$ cat src/rtl/pipelined_addsub_pkg.sv
// Shared types and helpers for the pipelined adder/subtractor.
// Optional saturation is enabled by the PIPELINED_ADDSUB_SAT_EN macro (see pipelined_addsub.sv).
package pipelined_addsub_pkg;

    typedef enum logic {
        OP_ADD = 1'b0,
        OP_SUB = 1'b1
    } op_t;

    // One bit of the signed saturation pattern, independent of word width.
    // msb is the sign of operand A: a positive overflow (msb=0) clamps to
    // 0111...1 and a negative overflow (msb=1) clamps to 1000...0.
    function automatic logic sat_clamp(input logic msb, input logic is_top);
        return is_top ? msb : ~msb;
    endfunction

endpackage

$ cat src/rtl/pipelined_addsub_seg_stage.sv
// One carry segment of the pipelined adder: adds slice IDX of the operands
// plus the incoming carry, merges it into the partial result and registers
// everything the later segments still need. The last segment also forms
// carry/borrow-out, signed overflow and the optional saturated result.
module addsub_seg_stage
    import pipelined_addsub_pkg::*;
#(
    parameter int SEG_W = 8,
    parameter int WIDTH = 32,
    parameter int IDX   = 0
) (
    input  logic             clk,
    input  logic             rst,
    input  logic             valid_in,
    output logic             ready_in,
    output logic             valid_out,
    input  logic             ready_out,
    input  logic [WIDTH-1:0] a_in,
    input  logic [WIDTH-1:0] b_in,
    input  logic [WIDTH-1:0] res_in,
    input  logic             carry_in,
    input  op_t              op_in,
    input  logic             sat_in,
    output logic [WIDTH-1:0] a_out,
    output logic [WIDTH-1:0] b_out,
    output logic [WIDTH-1:0] res_out,
    output logic             carry_out,
    output op_t              op_out,
    output logic             sat_out,
    output logic             co_out,
    output logic             ovf_out
);

    localparam int   LO   = IDX * SEG_W;
    localparam logic LAST = ((LO + SEG_W) == WIDTH);

    logic             valid_reg;
    logic [WIDTH-1:0] a_reg;
    logic [WIDTH-1:0] b_reg;
    logic [WIDTH-1:0] res_reg;
    logic             carry_reg;
    op_t              op_reg;
    logic             sat_reg;
    logic             co_reg;
    logic             ovf_reg;

    logic [SEG_W:0]   slice_sum;
    logic [WIDTH-1:0] slice_ext;
    logic [WIDTH-1:0] res_merged;
    logic [WIDTH-1:0] clamp_vec;
    logic [WIDTH-1:0] res_next;
    logic             co_next;
    logic             ovf_next;

    // Slice adder; the extra top bit is this segment's carry-out.
    assign slice_sum = {1'b0, a_in[LO +: SEG_W]} + {1'b0, b_in[LO +: SEG_W]}
                     + {{SEG_W{1'b0}}, carry_in};

    // Place the new slice at its bit position; upper slices of res_in are still zero.
    always_comb begin
        slice_ext = '0;
        slice_ext[LO +: SEG_W] = slice_sum[SEG_W-1:0];
    end

    assign res_merged = res_in | slice_ext;

    genvar gi;
    generate
        for (gi = 0; gi < WIDTH; gi++) begin : g_clamp
            assign clamp_vec[gi] = sat_clamp(a_in[WIDTH-1], (gi == WIDTH - 1));
        end
    endgenerate

    // Final-segment flags and saturation; earlier segments just pass the partial sum.
    always_comb begin
        res_next = res_merged;
        co_next  = 1'b0;
        ovf_next = 1'b0;
        if (LAST) begin
            co_next  = (op_in == OP_SUB) ? ~slice_sum[SEG_W] : slice_sum[SEG_W];
            ovf_next = (a_in[WIDTH-1] == b_in[WIDTH-1]) &&
                       (res_merged[WIDTH-1] != a_in[WIDTH-1]);
            if (sat_in && ovf_next) begin
                res_next = clamp_vec;
            end
        end
    end

    // A stage can take a new beat when empty or when its current beat moves on.
    assign ready_in = !valid_reg || ready_out;

    // Pipeline register: data only changes on a real transfer so stalls hold it stable.
    always_ff @(posedge clk) begin
        if (rst) begin
            valid_reg <= 1'b0;
            a_reg     <= '0;
            b_reg     <= '0;
            res_reg   <= '0;
            carry_reg <= 1'b0;
            op_reg    <= OP_ADD;
            sat_reg   <= 1'b0;
            co_reg    <= 1'b0;
            ovf_reg   <= 1'b0;
        end else if (ready_in) begin
            valid_reg <= valid_in;
            if (valid_in) begin
                a_reg     <= a_in;
                b_reg     <= b_in;
                res_reg   <= res_next;
                carry_reg <= slice_sum[SEG_W];
                op_reg    <= op_in;
                sat_reg   <= sat_in;
                co_reg    <= co_next;
                ovf_reg   <= ovf_next;
            end
        end
    end

    assign valid_out = valid_reg;
    assign a_out     = a_reg;
    assign b_out     = b_reg;
    assign res_out   = res_reg;
    assign carry_out = carry_reg;
    assign op_out    = op_reg;
    assign sat_out   = sat_reg;
    assign co_out    = co_reg;
    assign ovf_out   = ovf_reg;

endmodule

$ cat src/rtl/pipelined_addsub.sv
// Carry-segmented pipelined adder/subtractor with valid/ready on both sides.
// WIDTH must be a multiple of SEGS; each of the SEGS stages resolves one slice.
// Define PIPELINED_ADDSUB_SAT_EN to add the 'sat' input that clamps
// overflowing results to the signed max/min instead of wrapping.
module pipelined_addsub
    import pipelined_addsub_pkg::*;
#(
    parameter int WIDTH = 32,
    parameter int SEGS  = 4
) (
    input  logic             clk,
    input  logic             rst,
    input  logic             in_valid,
    output logic             in_ready,
    input  logic [WIDTH-1:0] a,
    input  logic [WIDTH-1:0] b,
    input  logic             ci,
    input  op_t              op,
`ifdef PIPELINED_ADDSUB_SAT_EN
    input  logic             sat,
`endif
    output logic             out_valid,
    input  logic             out_ready,
    output logic [WIDTH-1:0] sum,
    output logic             co,
    output logic             ovf
);

    localparam int SEG_W = WIDTH / SEGS;

    logic             valid_pipe [0:SEGS];
    logic             ready_pipe [0:SEGS];
    logic [WIDTH-1:0] a_pipe     [0:SEGS];
    logic [WIDTH-1:0] b_pipe     [0:SEGS];
    logic [WIDTH-1:0] res_pipe   [0:SEGS];
    logic             carry_pipe [0:SEGS];
    op_t              op_pipe    [0:SEGS];
    logic             sat_pipe   [0:SEGS];
    logic             co_pipe    [0:SEGS-1];
    logic             ovf_pipe   [0:SEGS-1];

    // Subtraction is a + ~b + ~ci, so borrow-in becomes an inverted carry-in.
    assign valid_pipe[0] = in_valid;
    assign a_pipe[0]     = a;
    assign b_pipe[0]     = (op == OP_SUB) ? ~b : b;
    assign carry_pipe[0] = (op == OP_SUB) ? ~ci : ci;
    assign res_pipe[0]   = '0;
    assign op_pipe[0]    = op;
`ifdef PIPELINED_ADDSUB_SAT_EN
    assign sat_pipe[0]   = sat;
`else
    assign sat_pipe[0]   = 1'b0;
`endif
    assign ready_pipe[SEGS] = out_ready;

    genvar gi;
    generate
        for (gi = 0; gi < SEGS; gi++) begin : g_stage
            addsub_seg_stage #(
                .SEG_W (SEG_W),
                .WIDTH (WIDTH),
                .IDX   (gi)
            ) u_stage (
                .clk       (clk),
                .rst       (rst),
                .valid_in  (valid_pipe[gi]),
                .ready_in  (ready_pipe[gi]),
                .valid_out (valid_pipe[gi+1]),
                .ready_out (ready_pipe[gi+1]),
                .a_in      (a_pipe[gi]),
                .b_in      (b_pipe[gi]),
                .res_in    (res_pipe[gi]),
                .carry_in  (carry_pipe[gi]),
                .op_in     (op_pipe[gi]),
                .sat_in    (sat_pipe[gi]),
                .a_out     (a_pipe[gi+1]),
                .b_out     (b_pipe[gi+1]),
                .res_out   (res_pipe[gi+1]),
                .carry_out (carry_pipe[gi+1]),
                .op_out    (op_pipe[gi+1]),
                .sat_out   (sat_pipe[gi+1]),
                .co_out    (co_pipe[gi]),
                .ovf_out   (ovf_pipe[gi])
            );
        end
    endgenerate

    // The last stage's registers are the outputs directly.
    assign in_ready  = ready_pipe[0];
    assign out_valid = valid_pipe[SEGS];
    assign sum       = res_pipe[SEGS];
    assign co        = co_pipe[SEGS-1];
    assign ovf       = ovf_pipe[SEGS-1];

endmodule
$ cat config.mk
export PLATFORM = sky130hd
export DESIGN_NAME = pipelined_addsub
export DESIGN_NICKNAME = d
export VERILOG_FILES = /design/src/rtl/pipelined_addsub_pkg.sv /design/src/rtl/pipelined_addsub_seg_stage.sv /design/src/rtl/pipelined_addsub.sv
export SDC_FILE = /design/constraint.sdc
export NUM_CORES = 1
export LEC_CHECK = 0
export ABC_CLOCK_PERIOD_IN_PS = 3250
export CAP_MARGIN = 30
export CORE_MARGIN = 5
export CORE_UTILIZATION = 55
export DETAILED_ROUTE_END_ITERATION = 7
export GPL_TIMING_DRIVEN = 1
export PLACE_DENSITY_LB_ADDON = 0.25
export REMOVE_ABC_BUFFERS = 1
export SYNTH_ARGS = -nofsm -noshare
export SYNTH_HDL_FRONTEND = slang
export SYNTH_HIERARCHICAL = 1
export SYNTH_SLANG_ARGS = --single-unit
$ cat constraint.sdc
create_clock -name clk -period 3.25 [get_ports clk]
set_clock_uncertainty 0.05 [all_clocks]
set_input_delay 0.975 -clock clk [delete_from_list [all_inputs] [get_ports clk]]
set_output_delay 0.975 -clock clk [all_outputs]
set_load 0.005 [all_outputs]
Word level (Yosys, flattened, before mapping)

Index checks and enable logic that the tools add are counted.

Reductions and logical operators: 13
Add/subtract/negate cells: 8
Bitwise gates (word level): 6
Equality and inequality tests: 2
Mux-type cells: 3

Operator list:

| kind                  | number |
|---|---|
| adder 8 x 8 -> 9 bit  | 4 |
| adder 9 x 1 -> 9 bit  | 4 |
| two-way mux 32 bit    | 1 |
| inverter 32 bit       | 1 |
| OR 32 x 24 -> 32 bit  | 1 |
| OR 32 bit             | 1 |
| OR 8 x 16 -> 16 bit   | 1 |
| AND reduction 2 bit   | 4 |
| zero test 1 bit       | 4 |
| logical OR 1 bit      | 4 |
| two-way mux 1 bit     | 2 |
| inverter 1 bit        | 2 |
| == test 1 bit         | 1 |
| logical AND 1 bit     | 1 |
| inequality test 1 bit | 1 |

Output and inout port bits: 36
Bits of input ports: 70
Bits in registers: 308
Logic and storage cells: 54

Logic depth before layout (Yosys ltp)

Depth after elaboration: 6
Gate-level depth with buffers: 12
Gate-level depth less buffers: 9

Hierarchy

Netlist, hierarchy kept.

By module, submodules not included:

| module                                    | times used | area an instance (um2) | cells each | seq. area each (um2) |
|---|---|---|---|---|
| addsub_seg_stage (g_stage[0].u_stage ...) | 3          | 3,880.0                | 477        | 2,001.9 |
| addsub_seg_stage (g_stage[3].u_stage)     | 1          | 4,156.5                | 504        | 2,042.0 |
| pipelined_addsub                          | 1          | 364.1                  | 38         | 0.0 |

Worst setup path after synthesis

Ideal clock, no wire load.

Path kind: in2reg
Start point: input port op
End point: register g_stage[0].u_stage.res_reg[6]
Arrival: 3.052 ns
Library setup time: 0.131 ns
Path slack: 0.016 ns
Stages: 9
Cells stage by stage: buf_6 -> buf_12 -> xor2_1 -> fa_1 -> fa_1 -> a211oi_1 -> o21ai_0 -> a2111oi_0 -> nor3_1

RTL lines:

| what                   | line                              | source |
|---|---|---|
| start: declaration     | pipelined_addsub.sv:18            | `input op_t op,` |
| end signal: assignment | pipelined_addsub_seg_stage.sv:109 | `res_reg <= res_next;` |
| end: declaration       | pipelined_addsub_seg_stage.sv:40  | `logic [WIDTH-1:0] res_reg;` |

==> key figures <==
Setup path
  – CP endpoint: in_ready
  – RR Endpoint: g_stage[1].u_stage/res_out[14]
  – CP Data Required Time: 2220 ps
  – CP arrival: 2140 ps
  – CP Capture Type: output port
  – Startpoint Class: primary input
  – CP startpoint: out_ready
  – R2R Path Start: g_stage[0].u_stage/a_out[8]
  – Crit Path Class: in2out
  – Reg2reg path depth: 6
  – CP Max Fanout: 2
  – Minimum setup slack among reg-to-reg paths: 750 ps

Worst hold path
  – Worst min path class: reg2reg

Cells and area
  – Post-route insts no fill: 1648
  – ANT cells: 0
  – Fillers: 1727
  – Syn-to-layout area delta: 16.7%
  – Nets@finish: 1473
  – Layout cells sized above 1: 0.0897

Placement
  – IO buf count: 105
  – Number of instances in the placed design: 1606
  – Final RePlAce weighted congestion: 0.795
  – HPWL Detailed: 14800 um

Floorplan
  – Starting Density: 0.553
  – # rows: 51
  – Area of the die: 0.0223 mm2
  – Core Box Area: 0.0193 mm2
  – Die height: 149 um
  – Ports: 106
  – Width of the die: 149 um

CTS
  – Clk sink count: 239
  – CTS root buf: clkbuf_16
  – Reg clk slew, reported paths: 60 ps
  – Htree depth: 1
  – Clock tree from TritonCTS: yes
  – TritonCTS Buffers: 24
  – CTS Hold Bufs: 0
  – Clk_lat worst skew: 510 ps
  – Max clock buf depth: 3

Drt
  – Routed Antenna Nets: 0
  – Initial DRC count: 537
  – Vias per std cell: 5.12
  – Wire per inst: 14.0 um
  – Vias: 8443
  – Total Wirelength: 23100 um
  – Drt first pass iters: 5
  – DRC: 0

Global routing
  – Largest net degree at the start of global routing: 127
  – Initial antenna violation count: 1
  – Total GRT Usage: 0.205
  – Global-route wire length before repair: 38300 um
  – Vias in the first global route: 8024
  – Overflow after GRT: 0

Yosys
  – Mapped Cells: 1283
  – Syn Area/Cell: 8.30 um2
  – Syn. warnings: 6
  – Cell area after synthesis: 0.0107 mm2

STA
  – Measured slew at the worst slew-check pin: 933 ps
  – Hold slack: 398 ps
  – Headroom to the max-slew limit: 0.377
  – Final Critical Period: 3160 ps
  – Fmax: 0.316 GHz
  – RSZ-0062 raised after global routing: no
  – Final Max Slew Viols: 0
  – Final period utilization: 0.974
  – Final Hold Vio Count: 0
  – # setup viols final: 0

Power
  – Pwr Total: 6.34 mW
  – Pleak: 4.73 nW
  – Power Density: 510 mW/mm2
  – Peak supply drop: 424 uV

Status
  – Outcome: finished clean

Flow run
  – Max_cap viols: 0
-- flip-flops by register name, indices dropped and copies added, names as in the netlist --
name / flops
g_stage.u_stage/b_out: 48
g_stage.u_stage/a_out: 48
g_stage.u_stage/sat_out: 3
g_stage.u_stage/carry_out: 3
g_stage.u_stage/op_out: 3
g_stage.u_stage/co_out: 1
g_stage.u_stage/ovf_out: 1
g_stage.u_stage/res_out: 128
g_stage.u_stage/valid_out: 4
-- where the power goes --
part	internal, mW	switching (mW)	total (mW)	leakage [nW]
Sequential	3.04	0.0576	3.09	1.95
Combinational	0.261	0.341	0.601	2.40
Clock	1.56	1.09	2.65	0.377
-- cell type report --
class	instances	area, um2	share of cell area
Clock buffer	38	744	0.0599
Clock inverter	4	22.5	0.00181
Inverter	15	56.3	0.00453
Multi-Input combinational cell	958	5180	0.416
Sequential cell	239	4780	0.385
Tap cell	265	332	0.0267
Timing Repair Buffer	129	1320	0.106
-- worst min-delay path by stage --
stage,start,end,cells past startpoint
after floorplan,g_stage[0].u_stage/res_out[5],g_stage[1].u_stage/res_out[5],2
after global placement,g_stage[0].u_stage/res_out[30],g_stage[1].u_stage/res_out[30],2
after detailed placement,g_stage[3].u_stage/res_out[23],g_stage[3].u_stage/res_out[23],2
after CTS,g_stage[0].u_stage/b_out[17],g_stage[1].u_stage/b_out[17],2
after global routing,g_stage[1].u_stage/res_out[13],g_stage[2].u_stage/res_out[13],2
final,g_stage[3].u_stage/res_out[31],g_stage[3].u_stage/res_out[31],2
-- through the flow --
stage           util  area, um2  worst slack, ps  setup TNS, ps
6_report       0.645      12400             85.7              0
3_3_place_gp   0.604      11600             -211           -509
4_1_cts        0.645      12400             10.4              0
3_5_place_dp   0.604      11600             -250           -655
5_1_grt        0.645      12400             39.7              0
2_1_floorplan      -       9980              305              0
-- critical path, stage by stage --
cell and delay, ps:
clkdlybuf4s50_1 410, nand2b_4 150, nand2b_4 140, nand2b_4 140, nand2b_4 140, clkdlybuf4s15_1 200
-- layer usage --
metal,vias up,share of wire,GRT usage
met5,-,0,0
met4,0,0.0099,0.0343
met3,20,0.046,0.0280
met2,142,0.48,0.356
met1,3930,0.46,0.279
li1,4351,-,-
-- timing repair --
| item | 4_1_cts | 5_1_grt |
|---|---|---|
| gates resized for setup | 4 | 2 |
| hold endpoints to repair | 0 | 0 |
| buffers inserted | 0 | 0 |
| endpoints found under the setup margin | 1 | 1 |
-- placed cells by master, fill, tap and decap left out, types with 8 or more instances in the layout --
cell type        count
a211oi_1            13
conb_1              36
fa_1                 8
o21bai_1             9
xor2_1              41
a21oi_1            196
clkdlybuf4s50_1    102
nand2_1            399
nor3_1              30
buf_4               17
o21ai_2             30
ha_1                28
dfxtp_1            239
o21ai_0             10
inv_1               15
clkbuf_16           25
nor2_1              63
(Power assumes the default switching activity.)
==> patch, RTL diff (config.mk and constraints unchanged) <==
Reset style: asynchronous (`rst`), changed in one clocked block.
--- a/src/rtl/pipelined_addsub_seg_stage.sv
+++ b/src/rtl/pipelined_addsub_seg_stage.sv
@@ -90,7 +90,7 @@
     assign ready_in = !valid_reg || ready_out;
 
     // Pipeline register: data only changes on a real transfer so stalls hold it stable.
-    always_ff @(posedge clk) begin
+    always_ff @(posedge clk or posedge rst) begin
         if (rst) begin
             valid_reg <= 1'b0;
             a_reg     <= '0;
Behaviour: not the same (Yosys sat finds a counterexample within 10 cycles, from zero or initial values and one cycle with rst high; the reset may be asserted at any time).
==> patch against the unedited design <==
- worst setup slack better by 0.018 ns
- sequential cell count unchanged
- global-route usage up 0.54 points
- critical endpoint unchanged
- final area up 8.3%
- synthesized area up 4.9%
- routed wire length up 6.6%
- largest cell class is now registers
- die area up 4.6%
- highest routed layer unchanged
Power is not compared: it rests on default switching activity, and its combinational part moved more than twofold at a synthesized area within 25%.
==> patch: results (changes against the unedited design) <==
worst vdd ir=0.000602 V; global-route wire length before repair=41.3 mm (+7.7%); Inserted Clock Buffers=25 (+4.2%); synth warn=6 (unchanged); vias in the first global route=8412 (+4.8%); R2R cell count=6 (unchanged); layout cells sized above 1=7.50% (-1.5 points); HP Class=flop to flop; DR vias/cell=5.11 (-0.28%); final WL=24.6 mm (+6.6%); max FFs per register=128 (unchanged); NumNets Final=1476 (+0.20%); Switching Share=31.4%; TritonRoute pass-1 iters=4 (-1); largest net degree at the start of global routing=49 (-61%); filler instances=1615 (-6.5%); worst-skew pair later-pin latency=0.52 ns; htree depth=1 (unchanged); status=completed; relative slew slack=54.0% (+16 points); GPL Wtd Cong=0.839 (+5.5%); Post-CTS Setup Inserts=0 (unchanged); # diodes=0 (unchanged); worst slack, placed=-0.203 ns (+0.0469 ns); initial antenna violation count=1 (unchanged); drt initial violations=434 (-19%); arrival time worst endpoint=2.12 ns (-0.02 ns); Min-Delay Path Depth=2 (unchanged); GRT Total Usage=21.1% (+0.54 points); dpl hpwl=16.7 mm (+13%); Clock Root Buffer=clkbuf_16; max incr delay on CP=0.40 ns; maximum root-to-sink buffer count=3 (unchanged); Leakage=0.00679 uW; placed instance area=12600 um^2 (+8.5%); Port Buffers=105 (unchanged); CP Max Fanout=2 (unchanged); final setup vio count=0 (unchanged); clk slew on worst S/H paths=0.06 ns (about the same)
==> patch: layer usage <==
layer / part of all wire (%) / GRT usage [%] / wire length (um)
met1: 44 / 28.8 / 10900
met2: 49 / 36.2 / 12100
met3: 4.3 / 2.84 / 1060
met4: 2.1 / 4.88 / 512
met5: 0 / 0 / 0
==> patch: final cells by class <==
cell class	instances	share of cell area, %
clock buffer	34	5.04
multi-input combinational	954	36.2
tap	270	2.51
inverter	17	0.483
sequential	239	44.4
timing repair buffer	133	10.2
clock inverter	10	1.17
==> patch: through the flow <==
step,utilization (%),std cells
after CTS,66.9,1657
after detailed placement,62.8,1613
after global placement,62.8,1613
after floorplan,-,1210
final,67.0,1657
after global routing,67.0,1657
==> patch: critical path: cells and delay by family <==
kind	cells	cell delay, ns
simple gates	4	0.55
buf+inv	2	0.60
==> patch: power by group through the flow <==
stage                     Combinational (uW)  Sequential (uW)  Clock (uW)
after floorplan                         1810             4190           0
after global placement                  2800             4300           0
after detailed placement                2880             4340           0
after CTS                               2910             4290        2970
after global routing                    3240             4380        3100
final                                   2880             4290        2910
==> patch: path summary, 6_finish.rpt <==
check	endpoint	startpoint	slack (ns)
max in group asynchronous	g_stage[0].u_stage/a_out[29]	rst	1.47
min in group asynchronous	g_stage[1].u_stage/res_out[6]	rst	0.87
min reg2reg	g_stage[2].u_stage/res_out[3]	g_stage[1].u_stage/res_out[3]	0.41
min	g_stage[2].u_stage/res_out[3]	g_stage[1].u_stage/res_out[3]	0.41
max	in_ready	out_ready	0.10
max reg2reg	g_stage[3].u_stage/res_out[31]	g_stage[2].u_stage/a_out[24]	0.56
==> patch: repair_timing <==
item,in CTS,in global routing
resized for setup,1,2
endpoints found under the hold margin,0,0
hold buffers,0,0
setup endpoints to repair,1,1
